$ cat config.mk
export PLATFORM = sky130hd
export DESIGN_NAME = mult_seq
export DESIGN_NICKNAME = d
export VERILOG_FILES = /design/src/rtl/mult_pkg.sv /design/src/rtl/mult_seq_fa_nbit.sv /design/src/rtl/mult_seq.sv
export SDC_FILE = /design/constraint.sdc
export NUM_CORES = 1
export LEC_CHECK = 0
export BUFFER_PORTS_ARGS = -buffer_cell sky130_fd_sc_hd__buf_2
export CAP_MARGIN = 15
export CELL_PAD_IN_SITES_DETAIL_PLACEMENT = 1
export CELL_PAD_IN_SITES_GLOBAL_PLACEMENT = 2
export CORE_UTILIZATION = 35
export DETAILED_ROUTE_END_ITERATION = 7
export PLACE_DENSITY_LB_ADDON = 0.05
export SLEW_MARGIN = 20
export SYNTH_ARGS = -nofsm -noshare
export SYNTH_HDL_FRONTEND = slang
export SYNTH_HIERARCHICAL = 1
export SYNTH_SLANG_ARGS = --single-unit
$ cat constraint.sdc
create_clock -name clk -period 15.34 [get_ports clk]
set_clock_uncertainty 0.15 [all_clocks]
set_input_delay 0 -clock clk [delete_from_list [all_inputs] [get_ports clk]]
set_output_delay 0 -clock clk [all_outputs]
set_load 0.02 [all_outputs]
$ cat src/rtl/mult_pkg.sv
// Shared definitions for the iterative shift-and-add multiplier.
package mult_pkg;

   typedef enum logic [1:0] {
      IDLE = 2'd0,
      RUN  = 2'd1,
      DONE = 2'd2
   } mult_state_e;

   localparam int MULT_WIDTH_DEF = 32;

   // Iteration counter width; never narrower than one bit.
   function automatic int cnt_w(input int w);
      return (w <= 2) ? 1 : $clog2(w);
   endfunction

endpackage

$ cat src/rtl/mult_seq_fa_nbit.sv
// WIDTH-bit ripple-carry adder, the only adder in the multiplier datapath.
module fa_nbit #(
   parameter int WIDTH = 32
) (
   input  logic [WIDTH-1:0] A,
   input  logic [WIDTH-1:0] B,
   input  logic             cin,
   output logic [WIDTH-1:0] Sum,
   output logic             cout,
   output logic             of
);

   logic [WIDTH:0] c;

   assign c[0] = cin;

   for (genvar i = 0; i < WIDTH; i++) begin : g_bit
      assign Sum[i]   = A[i] ^ B[i] ^ c[i];
      assign c[i+1]   = (A[i] & B[i]) | (c[i] & (A[i] ^ B[i]));
   end

   assign cout = c[WIDTH];
   // Signed overflow: carry into the sign bit differs from carry out.
   assign of   = c[WIDTH] ^ c[WIDTH-1];

endmodule

$ cat src/rtl/mult_seq.sv
// Iterative unsigned shift-and-add multiplier, one partial product per cycle
// through a single ripple adder, with start/busy/done handshake.
module mult_seq
   import mult_pkg::*;
#(
   parameter int WIDTH = MULT_WIDTH_DEF
) (
   input  logic               clk,
   input  logic               rst_n,
   input  logic               start,
   input  logic [0:WIDTH-1]   a,
   input  logic [0:WIDTH-1]   b,
   output logic               busy,
   output logic               done,
   output logic [2*WIDTH-1:0] product,
   output logic               of
);

   localparam int CW = cnt_w(WIDTH);

   localparam logic [1:0] ST_IDLE = 2'(IDLE);
   localparam logic [1:0] ST_RUN  = 2'(RUN);
   localparam logic [1:0] ST_DONE = 2'(DONE);

   localparam logic [CW-1:0] CNT_LAST = CW'(WIDTH - 1);

   logic [1:0]         state_q, state_d;
   logic [WIDTH-1:0]   mcand_q, mcand_d;
   logic [WIDTH-1:0]   acc_q, acc_d;
   logic [WIDTH-1:0]   mq_q, mq_d;
   logic [CW-1:0]      count_q, count_d;
   logic [2*WIDTH-1:0] product_q, product_d;
   logic               of_q, of_d;

   logic [WIDTH-1:0]   add_b;
   logic [WIDTH-1:0]   add_sum;
   logic               add_cout;
   logic [2*WIDTH-1:0] shifted;

   assign add_b = mq_q[0] ? mcand_q : '0;

   fa_nbit #(.WIDTH(WIDTH)) u_add (
      .A    (acc_q),
      .B    (add_b),
      .cin  (1'b0),
      .Sum  (add_sum),
      .cout (add_cout),
      .of   ()
   );

   // {cout, Sum, mq} >> 1: carry becomes the new acc MSB, Sum LSB enters mq.
   assign shifted = {add_cout, add_sum, mq_q[WIDTH-1:1]};

   always_comb begin
      state_d   = state_q;
      mcand_d   = mcand_q;
      acc_d     = acc_q;
      mq_d      = mq_q;
      count_d   = count_q;
      product_d = product_q;
      of_d      = of_q;
      case (state_q)
         ST_IDLE, ST_DONE: begin
            if (start) begin
               state_d = ST_RUN;
               mcand_d = a;
               mq_d    = b;
               acc_d   = '0;
               count_d = '0;
            end else begin
               state_d = ST_IDLE;
            end
         end
         ST_RUN: begin
            acc_d   = shifted[2*WIDTH-1:WIDTH];
            mq_d    = shifted[WIDTH-1:0];
            count_d = count_q + 1'b1;
            if (count_q == CNT_LAST) begin
               state_d   = ST_DONE;
               product_d = shifted;
               of_d      = |shifted[2*WIDTH-1:WIDTH];
            end
         end
         default: state_d = ST_IDLE;
      endcase
   end

   always_ff @(posedge clk or negedge rst_n) begin
      if (!rst_n) begin
         state_q   <= ST_IDLE;
         mcand_q   <= '0;
         acc_q     <= '0;
         mq_q      <= '0;
         count_q   <= '0;
         product_q <= '0;
         of_q      <= 1'b0;
      end else begin
         state_q   <= state_d;
         mcand_q   <= mcand_d;
         acc_q     <= acc_d;
         mq_q      <= mq_d;
         count_q   <= count_d;
         product_q <= product_d;
         of_q      <= of_d;
      end
   end

   assign busy    = (state_q == ST_RUN);
   assign done    = (state_q == ST_DONE);
   assign product = product_q;
   assign of      = of_q;

endmodule

Yosys cells after proc, flatten, opt, wreduce, memory -nomap -nowiden

Cells that the tools add are included.

Add/subtract/negate cells: 1
Equality and inequality tests: 5
Mux-type cells: 10
Bitwise operators: 157
Reduce and logical (&&, ||, !) cells: 7

Operators by type and width:

| operator                                              | number |
|---|---|
| case mux 32 bit (2 select lines)                      | 2 |
| 2-to-1 mux 32 bit                                     | 3 |
| bitwise AND 1 bit                                     | 63 |
| bitwise XOR 1 bit                                     | 63 |
| OR reduction 32 bit                                   | 1 |
| bitwise OR 1 bit                                      | 31 |
| case mux 5 bit (2 select lines)                       | 1 |
| AND reduction 2 bit                                   | 3 |
| adder 5 x 1 -> 5 bit, second input constant           | 1 |
| equality test 5 bit, second input constant            | 1 |
| 2-to-1 mux 5 bit                                      | 1 |
| case mux 2 bit (2 select lines)                       | 1 |
| equality test 2 x 1 -> 1 bit, second input constant   | 1 |
| equality test 2 bit, second input constant            | 1 |
| zero test 2 bit                                       | 1 |
| 2-to-1 mux 2 bit                                      | 1 |
| inequality test 2 x 1 -> 1 bit, second input constant | 1 |
| inequality test 2 bit, second input constant          | 1 |
| nonzero test 2 bit                                    | 1 |
| OR reduction 2 bit                                    | 1 |
| 2-to-1 mux 1 bit                                      | 1 |

Register bits: 168
Output and inout bits: 67

Depth between registers and ports, before layout

Depth in word-level cells: 65
Gate-level depth with buffers: 40
Gate-level depth less buffers: 40

Cells and area by module

Netlist, hierarchy kept.

By module, submodules not included:

| module   | instances | cells each | area each (um^2) |
|---|---|---|---|
| mult_seq | 1         | 561        | 6899.1 |
| fa_nbit  | 1         | 43         | 686.9 |

Worst setup path after synthesis

No wires, ideal clock.

Path type: register to register
Start point: reg mq_q[0]
End point: reg of_q (netlist: of)
Arrival: 13.099 ns
Required time: 15.108 ns
Slack: 2.010 ns
Cell stages (with the launch flop): 41
Path buffers: 0
Cells stage by stage: dfrtp_1 > and2_1 > fa_1 > fa_1 > fa_1 > fa_1 > fa_1 > fa_1 > fa_1 > fa_1 > fa_1 > fa_1 > fa_1 > fa_1 > fa_1 > fa_1 > fa_1 > fa_1 > (+5 left out) > fa_1 > fa_1 > fa_1 > fa_1 > fa_1 > fa_1 > fa_1 > fa_1 > fa_1 > fa_1 > fa_1 > fa_1 > inv_1 > fa_1 > inv_1 > nor4_1 > and4_1 > a31oi_1

Elaborated cells between the ends (all ways): 158
Classes of those cells: mux: 1; bitwise: 156; reduce/logical: 1

RTL lines:

| element                        | RTL line               | source |
|---|---|---|
| start, declared                | mult_seq.sv:30         | `logic [WIDTH-1:0] mq_q, mq_d;` |
| start signal, assigned         | mult_seq.sv:101        | `mq_q <= mq_d;` |
| 2-to-1 mux 32 bit              | mult_seq.sv:40         | `assign add_b = mq_q[0] ? mcand_q : '0;` |
| net add_b[0]                   | mult_seq.sv:35         | `logic [WIDTH-1:0] add_b;` |
| bitwise AND 1 bit (2 in a row) | mult_seq_fa_nbit.sv:19 | `assign c[i+1] = (A[i] & B[i]) \| (c[i] & (A[i] ^ B[i]));` |
| bitwise OR 1 bit               | mult_seq_fa_nbit.sv:19 |  |
| bitwise AND 1 bit              | mult_seq_fa_nbit.sv:19 |  |
| bitwise OR 1 bit               | mult_seq_fa_nbit.sv:19 |  |
| bitwise AND 1 bit              | mult_seq_fa_nbit.sv:19 |  |
| bitwise OR 1 bit               | mult_seq_fa_nbit.sv:19 |  |
| (+49 left out)                 | --                     |  |
| bitwise OR 1 bit               | mult_seq_fa_nbit.sv:19 |  |
| bitwise AND 1 bit              | mult_seq_fa_nbit.sv:19 |  |
| bitwise OR 1 bit               | mult_seq_fa_nbit.sv:19 |  |
| bitwise AND 1 bit              | mult_seq_fa_nbit.sv:19 |  |
| bitwise OR 1 bit               | mult_seq_fa_nbit.sv:19 |  |
| bitwise XOR 1 bit              | mult_seq_fa_nbit.sv:18 | `assign Sum[i] = A[i] ^ B[i] ^ c[i];` |
| net add_sum[31]                | mult_seq.sv:36         | `logic [WIDTH-1:0] add_sum;` |
| OR reduction 32 bit            | mult_seq.sv:81         | `of_d = \|shifted[2*WIDTH-1:WIDTH];` |
| end signal, assigned           | mult_seq.sv:96         | `of_q <= 1'b0;` |
| end signal, assigned           | mult_seq.sv:104        | `of_q <= of_d;` |
| end, declared                  | mult_seq.sv:33         | `logic of_q, of_d;` |

The timed path passes the listed nets, and every way through them passes these cells.
A chain may end at the register's enable or synchronous reset.

Worst setup path after layout

Ends and elaborated chain as after synthesis.

==> results.cfg <==
[clock_network]
htree_levels = 4
cts_tree = done
clk_latency_ps = 420
root_buffer = clkbuf_16
cts_setup_buffers = 0
cts_hold_buf = 65
clockBufferDepth = 2
cts.sinks = 168
clkTransAtPathRegs_ps = 70
cts_made_buffers = 17
postCtsResizedCells = 0

[final_layout]
layout-drive-gt1-share_pct = 30.05
multi_input_area_sq_um = 3085
syn_to_final_growth_pct = 27.96
final_cell_mix = 168 x dfrtp_1, 132 x buf_2, 130 x nand2_1
stdcell_area_sq_um = 9696
final_common_cell = dfrtp_1
fillCellCount = 2271
postLayoutCoreUtil_pct = 45.83
nets = 890
antenna_cells = 0
final-seq-area_sq_um = 4204

[power]
pwr-share-seq_pct = 36.7
switching_share_pct = 37.82
switchingPower_mw = 0.8261
p_leak_nw = 4.691
p_clk_share_pct = 20.5
p_total_mw = 2.185
p_int_mw = 1.358
p_per_area_nw_per_um2 = 225.3
combPwrFrac_pct = 42.8
irDropWorstVdd_mv = 0.07427

[critical_path]
cp_data_arrival_time_ps = 14450
crit_path_top_delay_cell = fa_1
worstSetupEndpointType = flip-flop
crit_path_max_fanout = 33
path_class = flip-flop to flip-flop
cp-start-kind = flip-flop
regToRegSetupSlack_ps = 1070
reg2reg_depth = 41
r2r-end = of
crit_top_cell = fa_1
critical-path-max-stage-delay_ps = 430
worstPathRequired_ps = 15520
crit-reg2reg-launch = mq_q[0]

[synth]
synth_fp_nets = 704
syn_area_sq_um = 7577
syn_avg_cell_area_sq_um = 12.57
ys.warnings.count = 6
syn_inst = 603

[timing]
fin_crit_sh_pct = 93.02
setup_tns_ps = 0
hold_viol = 0
setup_viol = 0
grt_setup_unrepaired = false
hold_ws_ps = 13.01
drv_slew = 0
fin_crit_ps = 14270
max_freq_ghz = 0.07008
max-slew-margin-rel_pct = 41.27
worst_slew_pin_slew_ps = 878.9

[route]
dr.pass1.iters = 4
routed_wl_mm = 18.74
post-route-drc-count = 0
via_count = 5226
wl_per_cell_um = 17.40
detail-route-antenna-nets = 0
viasPerCell = 4.852
drt_iter0_drc = 157

[floorplanning]
die_area_sq_um = 22240
initial_utilization_pct = 35.82
chipWidth_um = 149.1
std_cell_rows = 53
die_y_um = 149.1
io_pins = 134
coreArea_sq_um = 21150

[outcome]
outcome = completed

[min_path]
whs_path_depth = 4
worstHoldStart = start
hold_end = mq_q[6]
hold_class = primary input to flip-flop

[global_routing]
grtUsageTotal_pct = 17.96
antenna_found_initial = 0
grt_pass1_wl_mm = 30.89
grt_pass1_vias = 5698
grt_overflow_total = 0
grt_max_degree = 107

[placed_design]
gp_congestion = 0.7387
port_buffers = 133
place_hpwl_mm = 11.87
placedInstanceArea_sq_um = 8394

[run]
drv_cap = 0
## per-stage QoR
stage | std cells | setup slack, ps
after global routing | 1077 | 621.7
after floorplan | 603 | 2061
after detailed placement | 978 | 1236
after CTS | 1075 | 1043
after global placement | 978 | 1420
final | 1077 | 1071
## power by group through the flow
stage / registers [mW] / logic [mW] / clock network, mW
detailed placement: 0.810 / 0.932 / 0
floorplan: 0.881 / 0.559 / 0
CTS: 0.805 / 0.953 / 0.462
global placement: 0.804 / 0.912 / 0
global route: 0.834 / 1.03 / 0.479
finish: 0.801 / 0.935 / 0.449
## critical path: cells and delay by family (launching register included)
family,cells,cell delay [ps]
fa+ha+maj,32,12490
buf+inv,5,530
simple gates,3,450
flops,1,360
compound gates,1,190
## registers in the layout (all words and copies together), names as in the netlist
name,count
of,1
count_q,5
product,64
mcand_q,32
state_q,2
acc_q,32
mq_q,32
## layer usage
| metal | share of wire, % | global-route usage, % | routed length, um |
|---|---|---|---|
| met1 | 48 | 25.25 | 9026 |
| met2 | 48 | 28.63 | 8996 |
| met3 | 2.7 | 2.844 | 510 |
| met5 | 0 | 0 | 0 |
| met4 | 1.1 | 5.204 | 206 |
## final cells by class
cell class	count	area share, %
inverter	11	0.4517
clock buffer	19	4.568
multi-input combinational	385	31.82
sequential	168	43.36
clock inverter	13	1.755
timing repair buffer	206	14.49
tap	275	3.549
## worst max path at each step
stage	from	endpoint	depth (start not counted)
after floorplan	mq_q[0]	of	40
after global placement	mq_q[0]	of	41
after detailed placement	mq_q[0]	of	41
after CTS	mq_q[0]	of	41
after global routing	mq_q[0]	of	41
final	mq_q[0]	of	41
(Power assumes the default switching activity.)
